### src/rtl/pmem_line_adaptor_if.sv
// Bus bundle between the cache pmem port, the line adaptor and the burst memory.
// slave = adaptor side, master = cache/memory environment side.
interface pmem_line_adaptor_if #(
    parameter int LINE_W  = 256,
    parameter int BURST_W = 64
);
    logic               pmem_read;
    logic               pmem_write;
    logic [31:0]        pmem_address;
    logic [LINE_W-1:0]  pmem_wdata;
    logic [LINE_W-1:0]  pmem_rdata;
    logic               pmem_resp;
    logic [31:0]        burst_address;
    logic               burst_read;
    logic               burst_write;
    logic [BURST_W-1:0] burst_wdata;
    logic [BURST_W-1:0] burst_rdata;
    logic               burst_resp;

    modport slave (
        input  pmem_read, pmem_write, pmem_address, pmem_wdata,
        output pmem_rdata, pmem_resp,
        output burst_address, burst_read, burst_write, burst_wdata,
        input  burst_rdata, burst_resp
    );

    modport master (
        output pmem_read, pmem_write, pmem_address, pmem_wdata,
        input  pmem_rdata, pmem_resp,
        input  burst_address, burst_read, burst_write, burst_wdata,
        output burst_rdata, burst_resp
    );
endinterface

### src/rtl/pmem_line_adaptor.sv
// Whole-line cache pmem responder issuing BEATS-beat bursts to memory.
// Optional perf counters enabled by defining PMEM_ADAPTOR_PERF_EN.
module pmem_line_adaptor #(
    parameter int LINE_W  = 256,
    parameter int BURST_W = 64,
    parameter int BEATS   = LINE_W / BURST_W
) (
    input  logic                 clk,
    input  logic                 rst,
    pmem_line_adaptor_if.slave   bus
`ifdef PMEM_ADAPTOR_PERF_EN
    ,
    output logic [31:0]          perf_reads,
    output logic [31:0]          perf_writes,
    output logic [31:0]          perf_stalls
`endif
);
    localparam int BEAT_W = $clog2(BEATS);

    typedef enum logic [1:0] {
        S_IDLE,
        S_RD,
        S_WR,
        S_DONE
    } state_t;

    state_t                         r_state;
    state_t                         w_next;
    logic [BEAT_W-1:0]              r_beat;
    logic [31:0]                    r_addr;
    logic [BEATS-1:0][BURST_W-1:0]  r_wbuf;
    logic [BEATS-1:0][BURST_W-1:0]  r_rdata;
    logic                           w_last;
    logic                           w_accept;
    logic [4:0]                     w_unused_addr_lo;

    assign w_unused_addr_lo = bus.pmem_address[4:0];
    assign w_last   = (r_beat == BEAT_W'(BEATS - 1));
    assign w_accept = (r_state == S_IDLE) && (bus.pmem_write || bus.pmem_read);

    always_ff @(posedge clk) begin
        if (rst) r_state <= S_IDLE;
        else     r_state <= w_next;
    end

    always_comb begin
        w_next = r_state;
        unique case (r_state)
            S_IDLE: begin
                if (bus.pmem_write)     w_next = S_WR;
                else if (bus.pmem_read) w_next = S_RD;
            end
            S_RD:    if (bus.burst_resp && w_last) w_next = S_DONE;
            S_WR:    if (bus.burst_resp && w_last) w_next = S_DONE;
            S_DONE:  w_next = S_IDLE;
            default: w_next = S_IDLE;
        endcase
    end

    // Counter wraps naturally to 0 on the last beat since BEATS is a power of two.
    always_ff @(posedge clk) begin
        if (rst) begin
            r_beat  <= '0;
            r_addr  <= '0;
            r_wbuf  <= '0;
            r_rdata <= '0;
        end else begin
            if (w_accept) begin
                r_addr <= {bus.pmem_address[31:5], 5'b0};
                r_beat <= '0;
                if (bus.pmem_write) r_wbuf <= bus.pmem_wdata;
            end
            if (r_state == S_RD && bus.burst_resp) begin
                r_rdata[r_beat] <= bus.burst_rdata;
                r_beat          <= r_beat + 1'b1;
            end
            if (r_state == S_WR && bus.burst_resp) begin
                r_beat <= r_beat + 1'b1;
            end
        end
    end

    assign bus.pmem_rdata    = r_rdata;
    assign bus.pmem_resp     = (r_state == S_DONE);
    assign bus.burst_address = r_addr;
    assign bus.burst_read    = (r_state == S_RD);
    assign bus.burst_write   = (r_state == S_WR);
    assign bus.burst_wdata   = (r_state == S_WR) ? r_wbuf[r_beat] : '0;

`ifdef PMEM_ADAPTOR_PERF_EN
    logic [31:0] r_perf_reads;
    logic [31:0] r_perf_writes;
    logic [31:0] r_perf_stalls;
    logic        w_busy;

    assign w_busy = (r_state == S_RD) || (r_state == S_WR);

    always_ff @(posedge clk) begin
        if (rst) begin
            r_perf_reads  <= '0;
            r_perf_writes <= '0;
            r_perf_stalls <= '0;
        end else begin
            if (r_state == S_RD && bus.burst_resp && w_last && r_perf_reads != '1)
                r_perf_reads <= r_perf_reads + 32'd1;
            if (r_state == S_WR && bus.burst_resp && w_last && r_perf_writes != '1)
                r_perf_writes <= r_perf_writes + 32'd1;
            if (w_busy && !bus.burst_resp && r_perf_stalls != '1)
                r_perf_stalls <= r_perf_stalls + 32'd1;
        end
    end

    assign perf_reads  = r_perf_reads;
    assign perf_writes = r_perf_writes;
    assign perf_stalls = r_perf_stalls;
`endif

endmodule

### src/flat_wrapper.sv
// flat-port wrapper written by rule: the top's interface ports become plain ports
module pmem_line_adaptor_flat 
#(
    parameter int LINE_W  = 256,
    parameter int BURST_W = 64,
    parameter int BEATS   = LINE_W / BURST_W
)
  (clk, rst, bus_pmem_read, bus_pmem_write, bus_pmem_address, bus_pmem_wdata, bus_pmem_rdata, bus_pmem_resp, bus_burst_address, bus_burst_read, bus_burst_write, bus_burst_wdata, bus_burst_rdata, bus_burst_resp);
  pmem_line_adaptor_if #(.LINE_W(LINE_W), .BURST_W(BURST_W)) bus_i ();
  input  logic clk;
  input  logic rst;
  input wire logic [$bits(bus_i.pmem_read)-1:0] bus_pmem_read;
  input wire logic [$bits(bus_i.pmem_write)-1:0] bus_pmem_write;
  input wire logic [$bits(bus_i.pmem_address)-1:0] bus_pmem_address;
  input wire logic [$bits(bus_i.pmem_wdata)-1:0] bus_pmem_wdata;
  output wire logic [$bits(bus_i.pmem_rdata)-1:0] bus_pmem_rdata;
  output wire logic [$bits(bus_i.pmem_resp)-1:0] bus_pmem_resp;
  output wire logic [$bits(bus_i.burst_address)-1:0] bus_burst_address;
  output wire logic [$bits(bus_i.burst_read)-1:0] bus_burst_read;
  output wire logic [$bits(bus_i.burst_write)-1:0] bus_burst_write;
  output wire logic [$bits(bus_i.burst_wdata)-1:0] bus_burst_wdata;
  input wire logic [$bits(bus_i.burst_rdata)-1:0] bus_burst_rdata;
  input wire logic [$bits(bus_i.burst_resp)-1:0] bus_burst_resp;
  assign bus_i.pmem_read = bus_pmem_read;
  assign bus_i.pmem_write = bus_pmem_write;
  assign bus_i.pmem_address = bus_pmem_address;
  assign bus_i.pmem_wdata = bus_pmem_wdata;
  assign bus_pmem_rdata = bus_i.pmem_rdata;
  assign bus_pmem_resp = bus_i.pmem_resp;
  assign bus_burst_address = bus_i.burst_address;
  assign bus_burst_read = bus_i.burst_read;
  assign bus_burst_write = bus_i.burst_write;
  assign bus_burst_wdata = bus_i.burst_wdata;
  assign bus_i.burst_rdata = bus_burst_rdata;
  assign bus_i.burst_resp = bus_burst_resp;
  pmem_line_adaptor #(.LINE_W(LINE_W), .BURST_W(BURST_W), .BEATS(BEATS)) u_core (.clk(clk), .rst(rst), .bus(bus_i));
endmodule
### config.mk
export PLATFORM = sky130hd
export DESIGN_NAME = pmem_line_adaptor_flat
export DESIGN_NICKNAME = d
export VERILOG_FILES = /design/src/rtl/pmem_line_adaptor_if.sv /design/src/rtl/pmem_line_adaptor.sv /design/src/flat_wrapper.sv
export SDC_FILE = /design/constraint.sdc
export NUM_CORES = 1
export LEC_CHECK = 0
export ABC_AREA = 1
export BUFFER_PORTS_ARGS = -buffer_cell sky130_fd_sc_hd__buf_2
export CAP_MARGIN = 15
export CORE_AREA = 8 8 269 271
export CTS_CLUSTER_DIAMETER = 50
export CTS_CLUSTER_SIZE = 8
export DETAILED_ROUTE_END_ITERATION = 8
export DIE_AREA = 0 0 277 279
export HOLD_SLACK_MARGIN = 0.05
export PLACE_DENSITY = 0.64
export RECOVER_POWER = 50
export SYNTH_ARGS = -nofsm -noshare
export SYNTH_HDL_FRONTEND = slang
export SYNTH_SLANG_ARGS = --single-unit
### constraint.sdc
create_clock -name clk -period 5.6 [get_ports clk]
set_input_delay 1.12 -clock clk [delete_from_list [all_inputs] [get_ports clk]]
set_output_delay 1.12 -clock clk [all_outputs]
set_load 0.02 [all_outputs]
==> results of run 1 <==
[layer usage]
metal  GRT usage  share of wire  vias to the layer above
li1            -              -                    10700
met4      0.0753          0.033                       14
met1       0.256           0.41                    10200
met5           0         0.0011                        -
met3      0.0684          0.090                      162
met2       0.354           0.47                      947
[synth_stat cells (all sizes together)]
| cell | instances |
|---|---|
| a21oi | 322 |
| buf | 150 |
| clkbuf | 105 |
| clkinv | 1 |
| conb | 1 |
| dfxtp | 543 |
| ha | 10 |
| inv | 9 |
| nand2 | 277 |
| nand3 | 257 |
| nor2 | 827 |
| o21ai | 415 |
[cell families after synthesis]
logic type,share of synthesized area
compound gates,0.170
flops,0.499
fa+ha+maj,0.00575
buf+inv,0.0747
other cells,0.000172
simple gates,0.250
[state kept, by name, indices dropped and copies added (netlist names)]
register	flops
u_core.bus.pmem_rdata	256
u_core.r_wbuf	256
u_core.bus.burst_address	27
u_core.r_beat	2
u_core.r_state	2
[through the flow]
step | power [W] | std cells | utilization
global route | 0.0138 | 4383 | 0.399
CTS | 0.0132 | 4380 | 0.404
floorplan | 0.00759 | 2921 | -
global placement | 0.00856 | 4271 | 0.369
finish | 0.0131 | 4390 | 0.399
detailed placement | 0.00860 | 4271 | 0.369
[cell type report]
| cell class | count | area, sq um |
|---|---|---|
| Antenna cell | 10 | 25.0 |
| Clock buffer | 96 | 2160 |
| Clock inverter | 13 | 262 |
| Fill cell | 7362 | 40800 |
| Inverter | 10 | 56.3 |
| Multi-Input combinational cell | 2113 | 9320 |
| Sequential cell | 543 | 10900 |
| Tap cell | 882 | 1100 |
| Timing Repair Buffer | 723 | 3350 |
[final timing paths]
kind,slack (ns),from,endpoint,depth (start not counted)
worst max-delay path,1.11,rst,u_core.r_wbuf[44],5
worst min-delay path,0.46,u_core.bus.pmem_rdata[200],u_core.bus.pmem_rdata[200],2
worst min register to register,0.46,u_core.bus.pmem_rdata[200],u_core.bus.pmem_rdata[200],2
worst max register to register,2.18,u_core.r_beat[1],u_core.bus.pmem_rdata[108],5
[critical path, cell delays in order]
cell,delay (ns)
clkbuf_2,1.82
inv_6,0.89
clkbuf_2,0.64
o21ai_0,0.23
nor2_1,0.05
[power breakdown]
part / switching, W / internal, W
combinational: 0.00255 / 0.000989
sequential: 0.000353 / 0.00459
clock: 0.00183 / 0.00277
total: 0.00474 / 0.00834
==> impl_metrics.yaml, run 1 <==
grt:
  grt-ovfl-total: 0
  grt_max_degree: 141
  grt_antenna_before_repair: 19
  track_usage: 0.212
  grt_first_pass_wirelength_microns: 130000
  grt_pass1_vias: 20800
floorplanning:
  rows: 96
  die_h_microns: 279
  io_pins: 712
  core_sq_um: 68000
  die_x_microns: 277
  start_util: 0.320
  dieArea_sq_um: 77300
logic_synthesis:
  ys_seq_elements: 543
  synth_top_area_frac: 0.499
  syn-cell-area_sq_um: 21800
  ys_seq_area_frac: 0.499
  syn_inst: 2917
  synth_cell_types: 25
  synth.avg_cell_area_sq_um: 7.46
  yosys_warnings: 0
  yosysTopAreaCell: "dfxtp_1"
  synth.area.top_cells: "dfxtp_1 50%, nor2_1 14%, o21ai_0 8.2%, a21oi_1 7.4%, nand3_1 5.9%"
status:
  status: "finished, violations left"
  violations: "max-capacitance violations, max-slew violations"
final_layout:
  final_nets: 3841
  syn_to_final_growth_pct: 24.7
  drive_above_1_share: 0.159
  final_cell_mix: "827 x nor2_1, 541 x dfxtp_1, 415 x buf_2"
  final_common_cell: "nor2_1"
  finalInstanceArea_sq_um: 27100
sta:
  fin_crit_ns: 4.49
  slew_violations: 123
  hold_violations: 0
  fin_setup_tns_ns: 0
  holdWs_ns: 0.458
  slew_headroom: -0.802
  fmax_mhz: 223
  tightest_slew_ns: 2.70
  fin_crit_sh: 0.802
  setup-violations-final: 0
  layout_setup_ws_ns: 1.11
  rsz0062_at_grt: "no"
  clock-skew-final_ns: 0.0518
clocking:
  ctsResizeCount: 0
  clk_pin_slew_ns: 0.05
  cts_max_path_buffers: 3
  clkLatencyLatePin_ns: 0.63
  cts_buffers: 83
  cts_sinks: 543
  holdBufCountCts: 0
  cts-root-buf: "clkbuf_16"
  h-tree-depth: 3
  postCtsSetupRepairBufs: 0
  tritoncts: "yes"
power:
  p_leak_nw: 10.5
  ir_worst_vdd_mv: 0.239
  power_density_nw_per_um2: 482
hold_path:
  hold_class: "flop to flop"
placed_design:
  dp_slack_ns: 1.88
  placed_area_sq_um: 25100
  gp_congestion: 0.906
  port_buffers: 701
  dp_hpwl_microns: 60400
critical_path:
  startpoint_type: "input pin"
  critical_path_arrival_ns: 4.98
  worstSetupEndpointType: "flop"
  cp_max_fo: 129
  setup.worst_path.class: "input pin to flop"
  cp.required_ns: 6.09
routing:
  drt_pass1_iterations: 6
  drc_errors: 0
  drt_iter0_drc: 2082
  antenna_left: 0
  vias: 22000
  routed_wl_microns: 88800
  wire_per_inst_microns: 20.2
  vias_per_cell: 5.02
run:
  cap_violations: 1
Power figures use the tool's default switching activity.
==> inputs of run 2 (changes only) <==
--- a/config.mk
+++ b/config.mk
@@ -5,16 +5,16 @@
 export SDC_FILE = /design/constraint.sdc
 export NUM_CORES = 1
 export LEC_CHECK = 0
-export ABC_AREA = 1
+export ABC_AREA = 0
 export BUFFER_PORTS_ARGS = -buffer_cell sky130_fd_sc_hd__buf_2
 export CAP_MARGIN = 15
-export CORE_AREA = 8 8 269 271
+export CORE_AREA = 8 8 267 269
 export CTS_CLUSTER_DIAMETER = 50
 export CTS_CLUSTER_SIZE = 8
 export DETAILED_ROUTE_END_ITERATION = 8
-export DIE_AREA = 0 0 277 279
+export DIE_AREA = 0 0 275 277
 export HOLD_SLACK_MARGIN = 0.05
-export PLACE_DENSITY = 0.64
+export PLACE_DENSITY = 0.63
 export RECOVER_POWER = 50
 export SYNTH_ARGS = -nofsm -noshare
 export SYNTH_HDL_FRONTEND = slang
==> constraint.sdc (replaced) <==
create_clock -name clk -period 4.33 [get_ports clk]
set_input_delay 0.866 -clock clk [delete_from_list [all_inputs] [get_ports clk]]
set_output_delay 0.866 -clock clk [all_outputs]
set_load 0.02 [all_outputs]
==> run 2 against run 1 <==
- the run still ends with max-capacitance violations, max-slew violations left
- clock skew decreased by 0.033 ns
- total power increased by 12%
- synthesized area decreased by 4.9%
- global-route usage decreased by 2.2 points
- sequential power increased by 19%
- non-clock buffer count increased by 7
- register-to-register slack got worse by 1.5 ns
- synthesized cell count decreased by 13%
- die area decreased by 1.4%
- sequential cell count unchanged
- critical endpoint is now bus_burst_wdata[19]
- largest power group unchanged
==> impl_metrics.yaml, run 2 <==
power:
  total_power_w: 0.0147
  p_leak_nw: 10.2
  power_density_nw_per_um2: 548
  p_seq_frac: 0.401
  p_sw_w: 0.00459
  ir_worst_vdd_mv: 0.275
  intPower_w: 0.0101
  clkPwrFrac: 0.391
  swShare: 0.312
  p_comb_frac: 0.208
critical_path:
  cp_cell_sequence: "inv_1, ha_1, buf_12, and2_1, buf_2"
  crit_slowest_cell: "ha_1"
  critical_path_arrival_ns: 2.79
  path_buf_inv: 3
  cp.required_ns: 3.46
  setup.worst_path.class: "flop to output pin"
  startpoint: "u_core.r_state[0]"
  critPathTopFamily: "adder cells"
  startpoint_type: "flop"
  worst_path_largest_cell_delay_ns: 1.04
  worstSetupEndpointType: "output pin"
  cp_max_fo: 34
  r2r_start: "u_core.r_state[0]"
final_layout:
  fin_util: 0.401
  drive_above_1_share: 0.195
  final_cell_mix: "1,079 x nand2_1, 541 x a21oi_1, 541 x dfxtp_1"
  syn_to_final_growth_pct: 29.6
  final_nets: 3518
  final_common_cell: "nand2_1"
logic_synthesis:
  syn-cell-area_sq_um: 20700
  synth.area.top_cells: "dfxtp_1 53%, nand2_1 20%, a21oi_1 13%, mux4_2 7.0%, clkbuf_1 2.0%"
  ys_seq_area_frac: 0.525
  async_flop_share: 0
  synth-edff-count: 0
  yosys-top-cells-count: "1,080 x nand2_1, 543 x dfxtp_1, 541 x a21oi_1"
  syn_inst: 2537
  yosys_warnings: 0
  synth_top_area_frac: 0.525
  synth_ff_type: "dfxtp_1"
  yosysTopAreaCell: "dfxtp_1"
  synth.avg_cell_area_sq_um: 8.16
  synth_cell_types: 25
  ys_seq_elements: 543
  synth.most_common_cell: "nand2_1"
floorplanning:
  dieArea_sq_um: 76200
  die_x_microns: 275
  rows: 95
  core_sq_um: 66800
  io_pins: 712
  start_util: 0.310
  die_h_microns: 277
clocking:
  cts-root-buf: "clkbuf_16"
  clkLatencyLatePin_ns: 0.61
  cts_max_path_buffers: 3
  postCtsSetupRepairBufs: 0
  clk_pin_slew_ns: 0.05
  h-tree-depth: 3
  tritoncts: "yes"
  cts_buffers: 82
  ctsResizeCount: 0
  cts_sinks: 543
  holdBufCountCts: 0
grt:
  grt-ovfl-total: 0
  grt_pass1_vias: 19000
  grt_max_degree: 130
  track_usage: 0.191
  grt_antenna_before_repair: 21
  grt_first_pass_wirelength_microns: 114000
sta:
  fin_setup_tns_ns: 0
  slew_violations: 96
  tightest_slew_ns: 2.46
  setup-violations-final: 0
  fin_crit_sh: 0.844
  slew_headroom: -0.639
  rsz0062_at_grt: "no"
  hold_violations: 0
  clock-skew-final_ns: 0.0189
  fin_crit_ns: 3.65
  layout_setup_ws_ns: 0.676
  fmax_mhz: 274
routing:
  drt_iter0_drc: 1254
  vias_per_cell: 4.77
  drt_pass1_iterations: 5
  wire_per_inst_microns: 18.9
  vias: 19400
  routed_wl_microns: 76600
  drc_errors: 0
  antenna_left: 0
status:
  status: "finished, violations left"
  violations: "max-capacitance violations, max-slew violations"
placed_design:
  gp_congestion: 0.809
  port_buffers: 701
  dp_hpwl_microns: 53400
  dp_slack_ns: 1.44
hold_path:
  min_from: "u_core.r_wbuf[246]"
  hold_class: "flop to flop"
run:
  cap_violations: 2
[run 2: cell count changes in the layout (fill, tap and decap cells not counted), sizes merged, moves of 4 or more]
cell / change
nand2: +803
and3: +4
and2: +65
mux4: +64
a21oi: +219
nand3: -251
o21ai: -413
clkinv: -4
nor2: -823
buf: +7
[run 2: worst reg2reg max path: stages (launching register included)]
cell and delay, ns:
dfxtp_1 0.33, inv_1 0.13, ha_1 0.34, and2_1 1.83, buf_12 0.49, nand2_1 0.26
a21oi_1 0.15
[run 2: stage by stage]
| step | hold slack (ns) | area (sq um) | instances |
|---|---|---|---|
| after global routing | 0.460 | 26800 | 4053 |
| after CTS | 0.443 | 27200 | 4046 |
| after floorplan | 0.433 | 20700 | 2541 |
| after global placement | 0.438 | 24900 | 3940 |
| final | 0.449 | 26800 | 4057 |
| after detailed placement | 0.443 | 24900 | 3940 |
[run 2: final timing paths]
kind	cells after the start	to	slack [ns]
worst min-delay path	2	u_core.r_wbuf[246]	0.45
worst max register to register	6	u_core.r_wbuf[149]	0.72
worst min register to register	2	u_core.r_wbuf[246]	0.45
worst max-delay path	5	bus_burst_wdata[19]	0.68
[run 2: area by class of cell]
type / instances / area, sq um
Antenna cell: 11 / 27.5
Timing Repair Buffer: 730 / 3520
Tap cell: 873 / 1090
Fill cell: 6985 / 40000
Clock buffer: 94 / 2160
Inverter: 4 / 15.0
Clock inverter: 12 / 155
Multi-Input combinational cell: 1790 / 8970
Sequential cell: 543 / 10900
[run 2: metal layers]
layer  vias to the layer above  GRT usage  part of all wire
li1                       9512          -                 -
met2                       715      0.324              0.48
met4                        18     0.0817             0.038
met5                         -          0            0.0014
met1                      8943      0.222              0.40
met3                       172     0.0554             0.083
[run 2: cells by family (layout without fill, tap and decap cells)]
logic type | count (synthesis) | in the layout | synth area share
buffers and inverters | 208 | 840 | 0.0452
and+or+nand+nor | 1161 | 1161 | 0.219
AOI/OAI and AO/OA | 547 | 547 | 0.133
adders and majority gates | 10 | 10 | 0.00604
DFF | 543 | 543 | 0.525
muxes | 67 | 67 | 0.0711
other | 1 | 16 | 0.000181
[run 2: power groups by stage]
| stage | Clock (W) | Combinational, W | Sequential, W |
|---|---|---|---|
| floorplan | 0 | 0.00198 | 0.00603 |
| global placement | 0 | 0.00311 | 0.00597 |
| detailed placement | 0 | 0.00313 | 0.00599 |
| CTS | 0.00590 | 0.00314 | 0.00589 |
| global route | 0.00611 | 0.00340 | 0.00596 |
| finish | 0.00575 | 0.00305 | 0.00590 |
==> inputs of run 3 (changes only) <==
==> constraint.sdc (replaced) <==
create_clock -name clk -period 3.75 [get_ports clk]
set_input_delay 0.75 -clock clk [delete_from_list [all_inputs] [get_ports clk]]
set_output_delay 0.75 -clock clk [all_outputs]
set_load 0.02 [all_outputs]
==> run 3 against run 2 <==
- the flow still finishes with violations (max-capacitance violations, max-slew violations)
- worst setup slack got worse by 0.097 ns
- total power increased by 17%
- via count increased by 0.76%
- non-clock buffer count increased by 5
- sequential share of layout area decreased by 0.25 points
- wire length increased by 1.0%
- clock power increased by 20%
- worst hold slack got worse by 0.067 ns
- register-to-register slack improved by 0.02 ns
- first-iteration DRC count increased by 9.2%
- global-route usage increased by 0.19 points
- critical endpoint is now bus_burst_wdata[59]
==> impl_metrics.yaml, run 3 (synthesis gave the netlist of run 2 again) <==
status:
  status: "finished, violations left"
  violations: "max-capacitance violations, max-slew violations"
floorplanning:
  core_sq_um: 66800
  die_h_microns: 277
  rows: 95
  die_x_microns: 275
  io_pins: 712
  start_util: 0.310
  dieArea_sq_um: 76200
final_layout:
  fill_cells: 7100
  final_cell_mix: "1,080 x nand2_1, 541 x a21oi_1, 541 x dfxtp_1"
  final-seq-area_sq_um: 10900
  final_nets: 3525
  drive_above_1_share: 0.197
  multi_input_area_sq_um: 8960
  syn_to_final_growth_pct: 30.3
  final_common_cell: "nand2_1"
grt:
  grt_antenna_before_repair: 11
  track_usage: 0.193
  grt_max_degree: 105
  grt-ovfl-total: 0
  grt_pass1_vias: 19200
  grt_first_pass_wirelength_microns: 115000
sta:
  hold_violations: 0
  clock-skew-final_ns: 0.0347
  tightest_slew_ns: 1.80
  slew_headroom: -0.199
  fin_crit_sh: 0.845
  fin_setup_tns_ns: 0
  slew_violations: 132
  setup-violations-final: 0
  rsz0062_at_grt: "no"
  holdWs_ns: 0.382
  fmax_mhz: 315
  fin_crit_ns: 3.17
routing:
  drt_pass1_iterations: 5
  vias_per_cell: 4.80
  drt_iter0_drc: 1369
  wire_per_inst_microns: 19.0
  vias: 19500
  routed_wl_microns: 77400
  drc_errors: 0
  antenna_left: 0
placed_design:
  gp_congestion: 0.830
  dp_hpwl_microns: 54600
  port_buffers: 701
clocking:
  cts-root-buf: "clkbuf_16"
  cts_sinks: 543
  tritoncts: "yes"
  clkLatencyLatePin_ns: 0.61
  cts_max_path_buffers: 3
  postCtsSetupRepairBufs: 0
  clk_pin_slew_ns: 0.05
  ctsResizeCount: 0
  holdBufCountCts: 0
  cts_buffers: 84
  h-tree-depth: 3
power:
  p_leak_nw: 10.2
  total_power_w: 0.0173
  ir_worst_vdd_mv: 0.326
  power_density_nw_per_um2: 639
run:
  cap_violations: 4
critical_path:
  setup.worst_path.class: "flop to output pin"
  startpoint_type: "flop"
  cp.required_ns: 3.00
  critical_path_arrival_ns: 2.42
  cp_max_fo: 20
  worstSetupEndpointType: "output pin"
hold_path:
  hold_class: "input pin to flop"
run 3: layout make-up:
type / instances / share of cell area
sequential: 543 / 0.403
timing repair buffer: 735 / 0.134
tap: 873 / 0.0405
antenna: 9 / 0.000835
inverter: 4 / 0.000556
clock buffer: 94 / 0.0812
multi-input combinational: 1790 / 0.332
clock inverter: 14 / 0.00788
run 3: stage by stage:
| stage | cell area, sq um | instances | utilization | setup WS [ns] |
|---|---|---|---|---|
| CTS | 27300 | 4053 | 0.409 | 0.482 |
| floorplan | 20700 | 2541 | - | 1.55 |
| global placement | 24900 | 3945 | 0.373 | 1.14 |
| finish | 27000 | 4062 | 0.404 | 0.579 |
| detailed placement | 24900 | 3945 | 0.373 | 1.13 |
| global route | 27000 | 4059 | 0.404 | 0.420 |
run 3: final timing paths:
check                                                 from                    endpoint  slack (ns)  depth (start not counted)
worst max-delay path                      u_core.r_beat[0]         bus_burst_wdata[59]        0.58                          4
worst min-delay path                    bus_pmem_wdata[22]           u_core.r_wbuf[22]        0.38                          3
worst max register to register           u_core.r_state[0]           u_core.r_wbuf[97]        0.74                          6
worst min register to register  u_core.bus.pmem_rdata[246]  u_core.bus.pmem_rdata[246]        0.45                          2
run 3: routing by layer:
layer / GRT usage / vias to the layer above / share of wire
li1: - / 9506 / -
met1: 0.229 / 9147 / 0.41
met2: 0.321 / 685 / 0.48
met3: 0.0518 / 162 / 0.077
met4: 0.0885 / 8 / 0.038
met5: 0 / - / 0.00070
run 3: where the power goes:
part	total [W]	internal, W	leakage (nW)	switching, W
combinational	0.00355	0.00122	4.65	0.00233
sequential	0.00681	0.00643	4.42	0.000374
clock	0.00690	0.00425	1.17	0.00265
run 3: critical path, cell delays in order, from the launching register on:
cell	delay [ns]
dfxtp_4	0.60
buf_4	0.35
mux4_2	0.53
and2_1	0.18
buf_2	0.16
